===== src/rtl/sram_pkg.sv =====
// Shared types, default timing and sizing helpers for the SRAM front-end.
package sram_pkg;

  typedef enum logic [2:0] {
    StIdle,
    StWsetup,
    StWpulse,
    StWhold,
    StRd,
    StTurn
  } sram_state_e;

  localparam int unsigned DefAw     = 15;
  localparam int unsigned DefDw     = 8;
  localparam int unsigned DefWrWait = 2;
  localparam int unsigned DefRdWait = 2;
  localparam int unsigned DefTurn   = 1;

  function automatic int unsigned max2(input int unsigned a, input int unsigned b);
    return (a > b) ? a : b;
  endfunction

  // Bits needed to hold a count of n; never narrower than one bit.
  function automatic int unsigned cnt_width(input int unsigned n);
    int unsigned w;
    w = 1;
    while ((2 ** w) < (n + 1)) w++;
    return w;
  endfunction

endpackage


===== src/rtl/sram_ctrl_if.sv =====
// Host-side request/response bus of the SRAM controller.
interface sram_ctrl_if #(
  parameter int unsigned AW = 15,
  parameter int unsigned DW = 8
) ();

  logic          req_valid;
  logic          req_ready;
  logic          req_we;
  logic [AW-1:0] req_addr;
  logic [DW-1:0] req_wdata;
  logic          rsp_valid;
  logic [DW-1:0] rsp_rdata;
  logic          wr_ack;

  modport master (
    output req_valid, req_we, req_addr, req_wdata,
    input  req_ready, rsp_valid, rsp_rdata, wr_ack
  );

  modport slave (
    input  req_valid, req_we, req_addr, req_wdata,
    output req_ready, rsp_valid, rsp_rdata, wr_ack
  );

endinterface


===== src/rtl/sram_wait_cnt.sv =====
// Loadable down-counter; done while the count is at (or below) one.
module sram_wait_cnt #(
  parameter int unsigned W = 2
) (
  input  logic         clk,
  input  logic         rst_n,
  input  logic         load_i,
  input  logic [W-1:0] load_val_i,
  output logic         done_o
);

  logic [W-1:0] cnt_q, cnt_d;

  // Count register.
  always_ff @(posedge clk or negedge rst_n) begin
    if (!rst_n) cnt_q <= '0;
    else        cnt_q <= cnt_d;
  end

  // Load on state entry, otherwise count down and park at one.
  always_comb begin
    cnt_d = cnt_q;
    if (load_i)               cnt_d = load_val_i;
    else if (cnt_q > W'(1))   cnt_d = cnt_q - W'(1);
  end

  assign done_o = (cnt_q <= W'(1));

endmodule


===== src/rtl/sram_ctrl.sv =====
// Synchronous front-end sequencing CEB/WEB/OEB for an asynchronous SRAM.
module sram_ctrl
  import sram_pkg::*;
#(
  parameter int unsigned AW      = DefAw,
  parameter int unsigned DW      = DefDw,
  parameter int unsigned WR_WAIT = DefWrWait,
  parameter int unsigned RD_WAIT = DefRdWait,
  parameter int unsigned TURN    = DefTurn
) (
  input  logic          clk,
  input  logic          rst_n,
  sram_ctrl_if.slave    bus,
  output logic [AW-1:0] sram_addr,
  output logic [DW-1:0] sram_dq_o,
  output logic          sram_dq_oe,
  input  logic [DW-1:0] sram_dq_i,
  output logic          sram_ceb,
  output logic          sram_web,
  output logic          sram_oeb
);

  localparam int unsigned CntW  = cnt_width(max2(WR_WAIT, RD_WAIT));
  localparam int unsigned TurnW = cnt_width(TURN);

  localparam logic [CntW-1:0]  WrLoad   = CntW'(WR_WAIT);
  localparam logic [CntW-1:0]  RdLoad   = CntW'(RD_WAIT);
  localparam logic [TurnW-1:0] TurnLoad = TurnW'(TURN);

  sram_state_e state_q, state_d;

  logic          accept;
  logic          wait_load, wait_done;
  logic [CntW-1:0] wait_val;
  logic          turn_load, turn_done;

  logic          ceb_q, ceb_d;
  logic          web_q, web_d;
  logic          oeb_q, oeb_d;
  logic          dq_oe_q, dq_oe_d;
  logic [AW-1:0] addr_q, addr_d;
  logic [DW-1:0] dq_o_q, dq_o_d;
  logic          rsp_valid_q, rsp_valid_d;
  logic [DW-1:0] rsp_rdata_q, rsp_rdata_d;
  logic          wr_ack_q, wr_ack_d;

  assign bus.req_ready = (state_q == StIdle);
  assign accept        = bus.req_valid && bus.req_ready;

  // Wait-state counter shared by WPULSE and RD; reloaded on entry to either.
  assign wait_load = ((state_d == StWpulse) && (state_q != StWpulse)) ||
                     ((state_d == StRd) && (state_q != StRd));
  assign wait_val  = (state_d == StRd) ? RdLoad : WrLoad;

  sram_wait_cnt #(
    .W (CntW)
  ) u_wait_cnt (
    .clk        (clk),
    .rst_n      (rst_n),
    .load_i     (wait_load),
    .load_val_i (wait_val),
    .done_o     (wait_done)
  );

  assign turn_load = (state_d == StTurn) && (state_q != StTurn);

  sram_wait_cnt #(
    .W (TurnW)
  ) u_turn_cnt (
    .clk        (clk),
    .rst_n      (rst_n),
    .load_i     (turn_load),
    .load_val_i (TurnLoad),
    .done_o     (turn_done)
  );

  // State register.
  always_ff @(posedge clk or negedge rst_n) begin
    if (!rst_n) state_q <= StIdle;
    else        state_q <= state_d;
  end

  // Next-state logic.
  always_comb begin
    state_d = state_q;
    unique case (state_q)
      StIdle:   if (bus.req_valid) state_d = bus.req_we ? StWsetup : StRd;
      StWsetup: state_d = StWpulse;
      StWpulse: if (wait_done) state_d = StWhold;
      StWhold:  state_d = StIdle;
      StRd:     if (wait_done) state_d = (TURN != 0) ? StTurn : StIdle;
      StTurn:   if (turn_done) state_d = StIdle;
      default:  state_d = StIdle;
    endcase
  end

  // Output next-values, decoded from the upcoming state so the pins are flop outputs.
  always_comb begin
    ceb_d   = 1'b1;
    web_d   = 1'b1;
    oeb_d   = 1'b1;
    dq_oe_d = 1'b0;
    unique case (state_d)
      StWsetup, StWhold: begin
        ceb_d   = 1'b0;
        dq_oe_d = 1'b1;
      end
      StWpulse: begin
        ceb_d   = 1'b0;
        web_d   = 1'b0;
        dq_oe_d = 1'b1;
      end
      StRd: begin
        ceb_d = 1'b0;
        oeb_d = 1'b0;
      end
      default: ;
    endcase
    wr_ack_d    = (state_d == StWhold);
    addr_d      = accept ? bus.req_addr : addr_q;
    dq_o_d      = (accept && bus.req_we) ? bus.req_wdata : dq_o_q;
    // Capture on the edge that ends the last RD cycle.
    rsp_valid_d = (state_q == StRd) && wait_done;
    rsp_rdata_d = rsp_valid_d ? sram_dq_i : rsp_rdata_q;
  end

  // Output registers; reset drops every strobe at once.
  always_ff @(posedge clk or negedge rst_n) begin
    if (!rst_n) begin
      ceb_q       <= 1'b1;
      web_q       <= 1'b1;
      oeb_q       <= 1'b1;
      dq_oe_q     <= 1'b0;
      addr_q      <= '0;
      dq_o_q      <= '0;
      rsp_valid_q <= 1'b0;
      rsp_rdata_q <= '0;
      wr_ack_q    <= 1'b0;
    end else begin
      ceb_q       <= ceb_d;
      web_q       <= web_d;
      oeb_q       <= oeb_d;
      dq_oe_q     <= dq_oe_d;
      addr_q      <= addr_d;
      dq_o_q      <= dq_o_d;
      rsp_valid_q <= rsp_valid_d;
      rsp_rdata_q <= rsp_rdata_d;
      wr_ack_q    <= wr_ack_d;
    end
  end

  assign sram_ceb      = ceb_q;
  assign sram_web      = web_q;
  assign sram_oeb      = oeb_q;
  assign sram_dq_oe    = dq_oe_q;
  assign sram_addr     = addr_q;
  assign sram_dq_o     = dq_o_q;
  assign bus.rsp_valid = rsp_valid_q;
  assign bus.rsp_rdata = rsp_rdata_q;
  assign bus.wr_ack    = wr_ack_q;

endmodule

===== src/flat_wrapper.sv =====
// flat-port wrapper written by rule: the top's interface ports become plain ports
module sram_ctrl_flat import sram_pkg::*;
#(
  parameter int unsigned AW      = DefAw,
  parameter int unsigned DW      = DefDw,
  parameter int unsigned WR_WAIT = DefWrWait,
  parameter int unsigned RD_WAIT = DefRdWait,
  parameter int unsigned TURN    = DefTurn
)
  (clk, rst_n, sram_addr, sram_dq_o, sram_dq_oe, sram_dq_i, sram_ceb, sram_web, sram_oeb, bus_req_valid, bus_req_we, bus_req_addr, bus_req_wdata, bus_req_ready, bus_rsp_valid, bus_rsp_rdata, bus_wr_ack);
  sram_ctrl_if #(.AW(AW), .DW(DW)) bus_i ();
  input  logic clk;
  input  logic rst_n;
  output logic [AW-1:0] sram_addr;
  output logic [DW-1:0] sram_dq_o;
  output logic sram_dq_oe;
  input  logic [DW-1:0] sram_dq_i;
  output logic sram_ceb;
  output logic sram_web;
  output logic sram_oeb;
  input wire logic [$bits(bus_i.req_valid)-1:0] bus_req_valid;
  input wire logic [$bits(bus_i.req_we)-1:0] bus_req_we;
  input wire logic [$bits(bus_i.req_addr)-1:0] bus_req_addr;
  input wire logic [$bits(bus_i.req_wdata)-1:0] bus_req_wdata;
  output wire logic [$bits(bus_i.req_ready)-1:0] bus_req_ready;
  output wire logic [$bits(bus_i.rsp_valid)-1:0] bus_rsp_valid;
  output wire logic [$bits(bus_i.rsp_rdata)-1:0] bus_rsp_rdata;
  output wire logic [$bits(bus_i.wr_ack)-1:0] bus_wr_ack;
  assign bus_i.req_valid = bus_req_valid;
  assign bus_i.req_we = bus_req_we;
  assign bus_i.req_addr = bus_req_addr;
  assign bus_i.req_wdata = bus_req_wdata;
  assign bus_req_ready = bus_i.req_ready;
  assign bus_rsp_valid = bus_i.rsp_valid;
  assign bus_rsp_rdata = bus_i.rsp_rdata;
  assign bus_wr_ack = bus_i.wr_ack;
  sram_ctrl #(.AW(AW), .DW(DW), .WR_WAIT(WR_WAIT), .RD_WAIT(RD_WAIT), .TURN(TURN)) u_core (.clk(clk), .rst_n(rst_n), .bus(bus_i), .sram_addr(sram_addr), .sram_dq_o(sram_dq_o), .sram_dq_oe(sram_dq_oe), .sram_dq_i(sram_dq_i), .sram_ceb(sram_ceb), .sram_web(sram_web), .sram_oeb(sram_oeb));
endmodule

===== config.mk =====
export PLATFORM = sky130hd
export DESIGN_NAME = sram_ctrl_flat
export DESIGN_NICKNAME = d
export VERILOG_FILES = /design/src/rtl/sram_pkg.sv /design/src/rtl/sram_ctrl_if.sv /design/src/rtl/sram_wait_cnt.sv /design/src/rtl/sram_ctrl.sv /design/src/flat_wrapper.sv
export SDC_FILE = /design/constraint.sdc
export NUM_CORES = 1
export LEC_CHECK = 0
export CAP_MARGIN = 40
export CORE_MARGIN = 5
export CORE_UTILIZATION = 40
export CTS_CLUSTER_SIZE = 28
export DETAILED_ROUTE_END_ITERATION = 6
export PLACE_DENSITY = 0.76
export RECOVER_POWER = 100
export SLEW_MARGIN = 20
export SYNTH_ARGS = -nofsm -noshare
export SYNTH_HDL_FRONTEND = slang
export SYNTH_SLANG_ARGS = --single-unit

===== constraint.sdc =====
create_clock -name clk -period 2.1 [get_ports clk]
set_clock_uncertainty 0.1 [all_clocks]
set_input_delay 0.525 -clock clk [delete_from_list [all_inputs] [get_ports clk]]
set_output_delay 0.525 -clock clk [all_outputs]
set_load 0.1 [all_outputs]

==> summary.txt <==
Critical path
  – CP max-delay cell: dfstp_2
  – Crit. End Element: output pin
  – Critical path class: reg -> out
  – Top cell family by delay on the critical path: flip-flops
  – Peak fanout along the critical path: 1
  – Reg-to-reg critical path endpoint: u_core.sram_dq_o[1]
  – R2R Path Start: u_core.state_q[0]
  – CP startpoint kind: flip-flop
  – R2R setup slack: around 0.28 ns
  – Reg2reg path depth: 3
  – WP data required: between 1 and 1.5 ns
  – Worst-path cell chain: clkbuf_2
  – Worst EP arrival: between 1 and 1.5 ns
  – Crit path largest cell delay: 0.52 ns
  – Worst path bufs/invs: 1

GRT
  – Global Route Usage Sum: 0.154
  – Congestion Overflow GR: 0
  – Vias in the first global route: 1284
  – First-pass GRT wire length: 6490 µm
  – Initial antenna violation count: 0
  – Largest net degree at the start of global routing: 24

Detailed routing
  – Initial DRC Count: 33
  – Detailed-route via count: approximately 1200
  – DRC Markers: 0
  – Routed wire length: 4100 µm
  – First-pass DRT Iterations: 2
  – Wire per inst: between 15 and 20 µm
  – Final ANT Viol Nets: 0
  – Vias per cell: 4.77

Clocking
  – Clock Sink Count: 42
  – # hold bufs at CTS: 0
  – # H-tree levels: 2
  – Post-CTS sizing: 0
  – Setup Fix Bufs, Post-CTS: 0
  – Clock buffer depth: 2
  – CTS tree: done
  – Clk root buf: clkbuf_8
  – Worst-path clk slew: around 0.08 ns
  – Worst-Skew Late Latency: roughly 0.28 ns
  – Total CTS buffers: 5

Floorplan
  – FP Rows: 23
  – IO Pins: 73
  – Initial Util: 0.420
  – Core box area: approximately 0.0041 mm²
  – Die Y: around 76 µm
  – Die width: 75.5 µm
  – Die Area: between 0.005 and 0.006 mm²

Final layout
  – Fin cells: 243
  – Post-layout nets: between 200 and 250
  – Area growth syn-to-layout: 39.3%
  – Layout cells sized above 1: 0.383
  – Ant. Diodes: 0
  – Fill cell count: 340
  – Most frequent cells in the layout: dfrtp_1 (39), clkbuf_2 (38), clkdlybuf4s50_1 (32), mux2_2 (15), mux2_1 (15)
  – Final Core Density: 0.586
  – Commonest non-fill, non-tap cell in the layout: dfrtp_1

Synth
  – Simple-Gate Fraction of Synth Area: 0.0568
  – Largest family of logic cells by synthesized area: multiplexers
  – Multiplexer area fraction after synthesis: 0.244
  – FFs w/ async S/R, synth: 1.00
  – Cell variety after synth: 28
  – XOR/XNOR Fraction of Synth Area: 0.0153
  – #FFs+latches synth: 42
  – Post-synthesis sequential area ratio: 0.614
  – Post-Syn Nets: between 100 and 150
  – Synthesized area: ~0.0017 mm²
  – Adder-Cell Fraction of Synth Area: 0.00728
  – Top_reg_cell synth: dfrtp_1
  – Synth Instances: 112
  – Mean area per synthesized cell: about 15 µm²
  – Yosys warns: 0
  – Number of synthesized flops with an enable pin: 0
  – Compound-gate portion of the synthesized area: 0.0313

Timing
  – Rel. slew slack: 0.301
  – Final Hold Viols: 0
  – Least-Margin Pin Slew: roughly 1.0 ns
  – Final period util: 0.895
  – Sum Neg Setup Slack: 0 ns
  – Max Slew Vio Count: 0
  – Setup Viol. Count Final: 0
  – RSZ-0062 raised after global routing: false
  – Tmin final: 1.88 ns
  – Fmax: about 530 MHz

Place
  – PortBufs: between 70 and 80
  – RePlAce Congestion: 0.876
  – Post-DP HPWL: between 3000 and 4000 µm
  – Inst Count DP: ~240

Job
  – Max-cap violations: 0

Min path
  – Worst min-delay path category: in -> async

Run status
  – Status: finished, final reports clean
## registers in the layout (all words and copies together) (netlist names)
register	count
u_core.sram_web	1
u_core.sram_oeb	1
u_core.bus.wr_ack	1
u_core.bus.rsp_valid	1
u_core.u_wait_cnt.cnt_q	2
u_core.sram_dq_oe	1
u_core.sram_addr	15
u_core.sram_ceb	1
u_core.bus.rsp_rdata	8
u_core.state_q	3
u_core.sram_dq_o	8
## worst reg2reg max path: stages, from the launching register on
cell and delay, ns:
dfrtp_1 0.40, nor3_2 0.34, and3_1 0.49, mux2_1 0.37
## synth_stat cells, types with 2 or more instances
master,n,area [µm²]
nand2b_1,2,12.5
mux2_2,23,259
nand2_1,3,11.3
buf_6,3,33.8
dfrtp_1,39,976
a211oi_1,2,15.0
xnor2_1,3,26.3
clkbuf_1,2,7.51
inv_1,2,7.51
mux2_4,10,150
nor2_1,4,15.0
dfstp_2,3,78.8
## stage by stage
step	cell area (µm²)	hold WS, ns	setup WS (ns)
3_3_place_gp	2920	0.379	0.0592
4_1_cts	3010	0.0751	0.271
5_1_grt	2390	0.403	0.136
6_report	2390	0.301	0.220
3_5_place_dp	2920	0.393	-0.0239
2_1_floorplan	1760	0.129	-0.171
## logic make-up after synthesis
| group | count (synthesis) |
|---|---|
| flip-flops | 42 |
| buffers and inverters | 8 |
| multiplexers | 34 |
| AND/OR/NAND/NOR | 17 |
| XOR/XNOR | 3 |
| adder cells (fa/ha/maj) | 1 |
| AO/OA/AOI/OAI | 7 |
## metal layers
metal / vias up / wire length (µm) / GRT usage
li1: 548 / - / -
met2: 43 / 2090 / 0.267
met4: 0 / 4 / 0.0466
met5: - / 0 / 0
met3: 2 / 327 / 0.0409
met1: 565 / 1680 / 0.188
## worst max path at each step
stage	startpoint	to	slack [ns]	cells past startpoint
floorplan	u_core.state_q[1]	u_core.sram_addr[0]	-0.17	5
global route	rst_n	u_core.sram_addr[9]	0.14	2
finish	u_core.sram_ceb	sram_ceb	0.22	1
CTS	u_core.state_q[0]	bus_req_ready	0.27	2
global placement	bus_req_valid	u_core.sram_dq_o[1]	0.06	3
detailed placement	bus_req_valid	u_core.sram_dq_o[0]	-0.02	3
## cell type report
class / instances / area (µm²) / share of cell area
flip-flops and latches: 42 / 1050 / 0.441
clock inverters: 1 / 5.00 / 0.00209
multi-input cells: 62 / 583 / 0.244
well taps: 50 / 62.6 / 0.0261
inverters: 2 / 7.51 / 0.00314
repair buffers: 79 / 594 / 0.248
clock buffers: 7 / 86.3 / 0.0361
Power is not shown: default switching activity piles up to over one toggle a cycle in this logic, so the estimate is an artifact.
